File: src/rtl/seg7_pkg.sv
// rtl/seg7_pkg.sv - glyph constants and FSM states shared by the 7-segment scan decoder
package seg7_pkg;

    // Active-low segment patterns, bit order gfedcba
    localparam logic [6:0] GLYPH_0   = 7'b1000000;
    localparam logic [6:0] GLYPH_1   = 7'b1111001;
    localparam logic [6:0] GLYPH_2   = 7'b0100100;
    localparam logic [6:0] GLYPH_3   = 7'b0110000;
    localparam logic [6:0] GLYPH_4   = 7'b0011001;
    localparam logic [6:0] GLYPH_5   = 7'b0010010;
    localparam logic [6:0] GLYPH_6   = 7'b0000010;
    localparam logic [6:0] GLYPH_7   = 7'b1111000;
    localparam logic [6:0] GLYPH_8   = 7'b0000000;
    localparam logic [6:0] GLYPH_9   = 7'b0010000;
    localparam logic [6:0] GLYPH_A   = 7'b0001000;
    localparam logic [6:0] GLYPH_B   = 7'b0000011;
    localparam logic [6:0] GLYPH_C   = 7'b1000110;
    localparam logic [6:0] GLYPH_D   = 7'b0100001;
    localparam logic [6:0] GLYPH_E   = 7'b0000110;
    localparam logic [6:0] GLYPH_F   = 7'b0001110;
    localparam logic [6:0] SEG_BLANK = 7'b1111111;

    typedef enum logic [1:0] {
        ST_IDLE,
        ST_SETTLE,
        ST_HELD
    } state_t;

endpackage

File: src/rtl/seg7_glyph_lut.sv
// rtl/seg7_glyph_lut.sv - combinational active-low 7-segment pattern to hex nibble decoder
module seg7_glyph_lut
    import seg7_pkg::*;
(
    input  logic [6:0] seg,
    output logic [3:0] nibble,
    output logic       ok,
    output logic       blank
);

    always_comb begin
        nibble = 4'h0;
        ok     = 1'b1;
        blank  = 1'b0;
        case (seg)
            GLYPH_0:   nibble = 4'h0;
            GLYPH_1:   nibble = 4'h1;
            GLYPH_2:   nibble = 4'h2;
            GLYPH_3:   nibble = 4'h3;
            GLYPH_4:   nibble = 4'h4;
            GLYPH_5:   nibble = 4'h5;
            GLYPH_6:   nibble = 4'h6;
            GLYPH_7:   nibble = 4'h7;
            GLYPH_8:   nibble = 4'h8;
            GLYPH_9:   nibble = 4'h9;
            GLYPH_A:   nibble = 4'hA;
            GLYPH_B:   nibble = 4'hB;
            GLYPH_C:   nibble = 4'hC;
            GLYPH_D:   nibble = 4'hD;
            GLYPH_E:   nibble = 4'hE;
            GLYPH_F:   nibble = 4'hF;
            SEG_BLANK: begin
                ok    = 1'b0;
                blank = 1'b1;
            end
            default:   ok = 1'b0;
        endcase
    end

endmodule

File: src/rtl/seg7_scan_decoder.sv
// rtl/seg7_scan_decoder.sv - reconstructs per-digit hex values from a multiplexed active-low 7-segment bus
module seg7_scan_decoder
    import seg7_pkg::*;
#(
    parameter int NDIG   = 4,
    parameter int SETTLE = 4
) (
    input  logic                  clk,
    input  logic                  rst_n,
    input  logic [6:0]            seg_n,
    input  logic [NDIG-1:0]       an_n,
    output logic [4*NDIG-1:0]     digits,
    output logic [NDIG-1:0]       dig_ok,
    output logic [NDIG-1:0]       blank,
    output logic                  upd,
    output logic [2:0]            upd_idx,
    output logic                  err_multi
);

    localparam logic [7:0] SETTLE_C = SETTLE[7:0];

    logic [6:0]      s_seg, p_seg;
    logic [NDIG-1:0] s_an, p_an;
    logic            change;
    logic [3:0]      nzero;
    logic [2:0]      idx;
    logic            one_hot, multi;
    state_t          state, state_n;
    logic [7:0]      cnt, cnt_n;
    logic            capture;
    logic [3:0]      lut_nib;
    logic            lut_ok, lut_blank;

    always_ff @(posedge clk) begin
        if (!rst_n) begin
            s_seg <= '1;
            s_an  <= '1;
            p_seg <= '1;
            p_an  <= '1;
        end else begin
            s_seg <= seg_n;
            s_an  <= an_n;
            p_seg <= s_seg;
            p_an  <= s_an;
        end
    end

    assign change = (s_seg != p_seg) || (s_an != p_an);

    always_comb begin
        nzero = 4'd0;
        idx   = 3'd0;
        for (int i = 0; i < NDIG; i++) begin
            if (!s_an[i]) begin
                nzero = nzero + 4'd1;
                idx   = i[2:0];
            end
        end
    end

    assign one_hot = (nzero == 4'd1);
    assign multi   = (nzero > 4'd1);

    seg7_glyph_lut u_lut (
        .seg    (s_seg),
        .nibble (lut_nib),
        .ok     (lut_ok),
        .blank  (lut_blank)
    );

    always_ff @(posedge clk) begin
        if (!rst_n) begin
            state <= ST_IDLE;
            cnt   <= 8'd0;
        end else begin
            state <= state_n;
            cnt   <= cnt_n;
        end
    end

    always_comb begin
        state_n = state;
        cnt_n   = cnt;
        capture = 1'b0;
        case (state)
            ST_IDLE: begin
                if (one_hot) begin
                    state_n = ST_SETTLE;
                    cnt_n   = 8'd1;
                end
            end
            ST_SETTLE, ST_HELD: begin
                if (change) begin
                    if (one_hot) begin
                        state_n = ST_SETTLE;
                        cnt_n   = 8'd1;
                    end else begin
                        state_n = ST_IDLE;
                        cnt_n   = 8'd0;
                    end
                end else if (state == ST_SETTLE) begin
                    cnt_n = cnt + 8'd1;
                end
            end
            default: begin
                state_n = ST_IDLE;
                cnt_n   = 8'd0;
            end
        endcase
        // Checking the next count also covers SETTLE=1, where entry and capture coincide
        if (state_n == ST_SETTLE && cnt_n == SETTLE_C) begin
            capture = 1'b1;
            state_n = ST_HELD;
        end
    end

    always_ff @(posedge clk) begin
        if (!rst_n) begin
            digits    <= '0;
            dig_ok    <= '0;
            blank     <= '0;
            upd       <= 1'b0;
            upd_idx   <= 3'd0;
            err_multi <= 1'b0;
        end else begin
            upd       <= capture;
            err_multi <= multi;
            if (capture) begin
                upd_idx <= idx;
                for (int i = 0; i < NDIG; i++) begin
                    if (idx == i[2:0]) begin
                        digits[4*i +: 4] <= lut_nib;
                        dig_ok[i]        <= lut_ok;
                        blank[i]         <= lut_blank;
                    end
                end
            end
        end
    end

endmodule
File: config.mk
export PLATFORM = sky130hd
export DESIGN_NAME = seg7_scan_decoder
export DESIGN_NICKNAME = d
export VERILOG_FILES = /design/src/rtl/seg7_pkg.sv /design/src/rtl/seg7_glyph_lut.sv /design/src/rtl/seg7_scan_decoder.sv
export SDC_FILE = /design/constraint.sdc
export NUM_CORES = 1
export LEC_CHECK = 0
export BUFFER_PORTS_ARGS = -buffer_cell sky130_fd_sc_hd__buf_2
export CAP_MARGIN = 20
export CORE_UTILIZATION = 52
export CTS_BUF_LIST = sky130_fd_sc_hd__clkbuf_8
export DETAILED_ROUTE_END_ITERATION = 8
export GPL_TIMING_DRIVEN = 0
export PLACE_DENSITY = 0.79
export SYNTH_ARGS = -nofsm -noshare
export SYNTH_HDL_FRONTEND = slang
export SYNTH_SLANG_ARGS = --single-unit
File: constraint.sdc
create_clock -name clk -period 4.14 [get_ports clk]
set_input_delay 0 -clock clk [delete_from_list [all_inputs] [get_ports clk]]
set_output_delay 0 -clock clk [all_outputs]
set_load 0.1 [all_outputs]
==> flow_summary.toml <==
[outcome]
status = "complete, no violations"

[floorplanning]
initial_core_util_pct = 54.47
dieArea_mm2 = 0.006559
die_w_um = 80.99
die_y_um = 80.99
ios = 42
placeableCoreArea_mm2 = 0.005956
rows = 28

[worst_setup_path]
path_max_fanout = 9
required_ns = 4.34
path_class = "reg2reg"
arrival_ns = 3.88
crit_path_start_kind = "flip-flop"
crit_path_end_kind = "flip-flop"

[layout]
antennaDiodeCount = 0
final_layout_size_suffix_gt1_share_pct = 19.39
finalNetCount = 444
areaGrowthSynthToFinish_pct = 17.89

[timing]
final.period_utilization_pct = 88.78
hold_viol_final = 0
worstMarginPinSlew_ns = 0.7908
period_needed_ns = 3.676
clock_skew_ns = 0.007549
slew_headroom_pct = 46.84
maxSlewViolCount = 0
maxClockFrequency_mhz = 272.1
rsz0062_at_grt = "no"
tns_ns = 0
finalSetupViolCount = 0
whs_ns = 0.1592

[clocking]
insertion_delay_ns = 0.35
path_clk_slew_ns = 0.07
cts_buffer_depth = 2
cts.htree.levels = 3
cts.sinks = 60
cts_resized = 0
cts_tree = "yes"
root_buffer = "clkbuf_8"
cts_buffers = 9

[route]
drc = 0
first_pass_iters = 5
vias = 2863
drt_wl_total_mm = 7.177
viasPerCell = 5.692
avgRoutedWirePerCell_um = 14.27
detail-route-antenna-nets = 0
drt_iter0_drc = 145

[synthesis]
synthTopCellsByArea = "dfxtp_1 37%, mux2i_1 7.7%, nand2_1 4.4%, nand2b_1 4.0%, xnor2_1 3.2%"
syn_inst = 362
synthFlopType = "dfxtp_1"
syn_nets = 382
yosys_register_bits = 60
synth.avg_cell_area_um2 = 8.962
synthTopCellsByCount = "60 x dfxtp_1, 38 x nand2_1, 25 x mux2i_1"
yosys.area.top_type = "dfxtp_1"
synth_cell_types = 64
synth_edf_count = 0
yosysMostFrequentCell = "dfxtp_1"
synth_top_area_share_pct = 37.02
syn-cell-area_mm2 = 0.003244
yosysSeqAreaShare_pct = 37.02
yosysWarnings = 0
async_flop_share_pct = 0

[run]
maxCapViolCount = 0

[power]
cell_internal_pwr_uw = 922.5
p_seq_share_pct = 45.9
cellPowerDensity_mw_per_mm2 = 343.9
p_switching_uw = 392.8
p_sw_share_pct = 29.87
vdd_drop_max_v = 0.0002939
leakage_uw = 0.001640
pwr-share-clk_pct = 36.3
comb_power_share_pct = 17.8
p_total_uw = 1315

[placement]
dp_hpwl_mm = 5.021
port_buffers = 40
place.gp.congestion = 0.8901

[grt]
antenna_found_initial = 0
grt_use_total_pct = 24.06
grt_overflow = 0
grt_pass1_wl_mm = 12.01
grt_max_degree = 11
grt_pass1_vias = 2536

[worst_hold_path]
hold_path_class = "in2reg"
[cell families (layout without fill, tap and decap cells)]
kind of cell | Yosys count | in the layout | synth area share (%)
buf+inv | 35 | 101 | 4.743
xor+xnor | 16 | 16 | 5.130
simple gates | 149 | 149 | 27.88
fa+ha+maj | 7 | 7 | 2.699
other cells | 1 | 1 | 0.1156
flops | 60 | 60 | 37.02
compound gates | 67 | 67 | 14.00
mux | 27 | 27 | 8.407
[layout by cell type, fill, tap and decap left out, types with 3 or more instances in the layout]
| cell type | count |
|---|---|
| or3_1 | 3 |
| xnor2_1 | 12 |
| nand3b_1 | 3 |
| nor3_1 | 9 |
| clkbuf_8 | 11 |
| a21oi_1 | 14 |
| nand4_1 | 4 |
| a211oi_1 | 5 |
| nor2_1 | 20 |
| buf_2 | 46 |
| a31oi_1 | 5 |
| ha_1 | 7 |
| nand3_1 | 12 |
| a21o_1 | 3 |
| clkbuf_1 | 16 |
| nor3b_1 | 3 |
| o31ai_1 | 4 |
| o21ai_0 | 15 |
| dlygate4sd3_1 | 11 |
| and3_1 | 5 |
| dfxtp_1 | 60 |
| nand4_4 | 3 |
| inv_1 | 9 |
| nor2b_1 | 5 |
| nand2_1 | 38 |
| mux2i_1 | 25 |
| nor4_1 | 4 |
| nand2b_1 | 21 |
[sequential cells by signal (all words and copies together) (netlist names)]
| signal | cells |
|---|---|
| s_an | 4 |
| upd_idx | 2 |
| p_seg | 7 |
| digits | 16 |
| err_multi | 1 |
| cnt | 8 |
| dig_ok | 4 |
| blank | 4 |
| upd | 1 |
| p_an | 4 |
| s_seg | 7 |
| state | 2 |
[final timing paths]
kind,from,to,slack (ns),cells after the start
setup / recovery,s_an[1]$_SDFF_PN1_,digits[11]$_SDFFE_PN0P_,0.46,11
hold / removal,rst_n,p_seg[1]$_SDFF_PN1_,0.16,3
setup reg to reg,s_an[1]$_SDFF_PN1_,digits[11]$_SDFFE_PN0P_,0.46,11
hold reg to reg,dig_ok[0]$_SDFFE_PN0P_,dig_ok[0]$_SDFFE_PN0P_,0.46,2
[power by group through the flow]
stage	Sequential [uW]	Clock, uW	Combinational (uW)
global route	606	511	257
detailed placement	617	0	222
floorplan	619	0	176
finish	604	477	234
CTS	604	487	231
global placement	617	0	219
[area by class of cell]
type                            count  area [um2]
Sequential cell                    60        1201
Tap cell                           75       93.84
Multi-Input combinational cell    267        1889
Clock buffer                       11       151.4
Inverter                            9       33.78
Buffer                             26       120.1
Clock inverter                      4       25.02
Timing Repair Buffer               51       310.3
Fill cell                         501        2131
[worst max-delay path: stages (launching register included)]
cell and delay [ns]:
dfxtp_1 0.42, inv_1 0.13, ha_1 0.37, xnor2_1 0.15, ha_1 0.30, or4b_1 0.52, a2bb2oi_1 0.18, and3_1 0.24
or4b_4 0.56, o21ai_4 0.19, nand4_4 0.27, mux2i_1 0.18
[timing repair]
| item | CTS | global route |
|---|---|---|
| buffers inserted | 0 | 0 |
| hold endpoints to repair | 11 | 0 |
| hold buffers | 11 | 0 |
| endpoints found under the setup margin | 0 | 0 |
[stage by stage]
stage          instance area [um2]  setup slack, ns  std cells  util (%)
3_5_place_dp                  3538           0.5043        477     59.41
4_1_cts                       3825           0.4794        503     64.22
6_report                      3825           0.4644        503     64.22
3_3_place_gp                  3538           0.5472        477     59.41
5_1_grt                       3825           0.2216        503     64.22
2_1_floorplan                 3244           0.8702        362         -
[metal layers]
layer  GRT usage [%]  up-vias  wire length [um]
li1                -     1420                 -
met1           30.79     1327              3351
met2           38.32      100              3287
met3           7.191       16               420
met4           8.214        0               119
met5               0        -                 0
(Power assumes the default switching activity.)
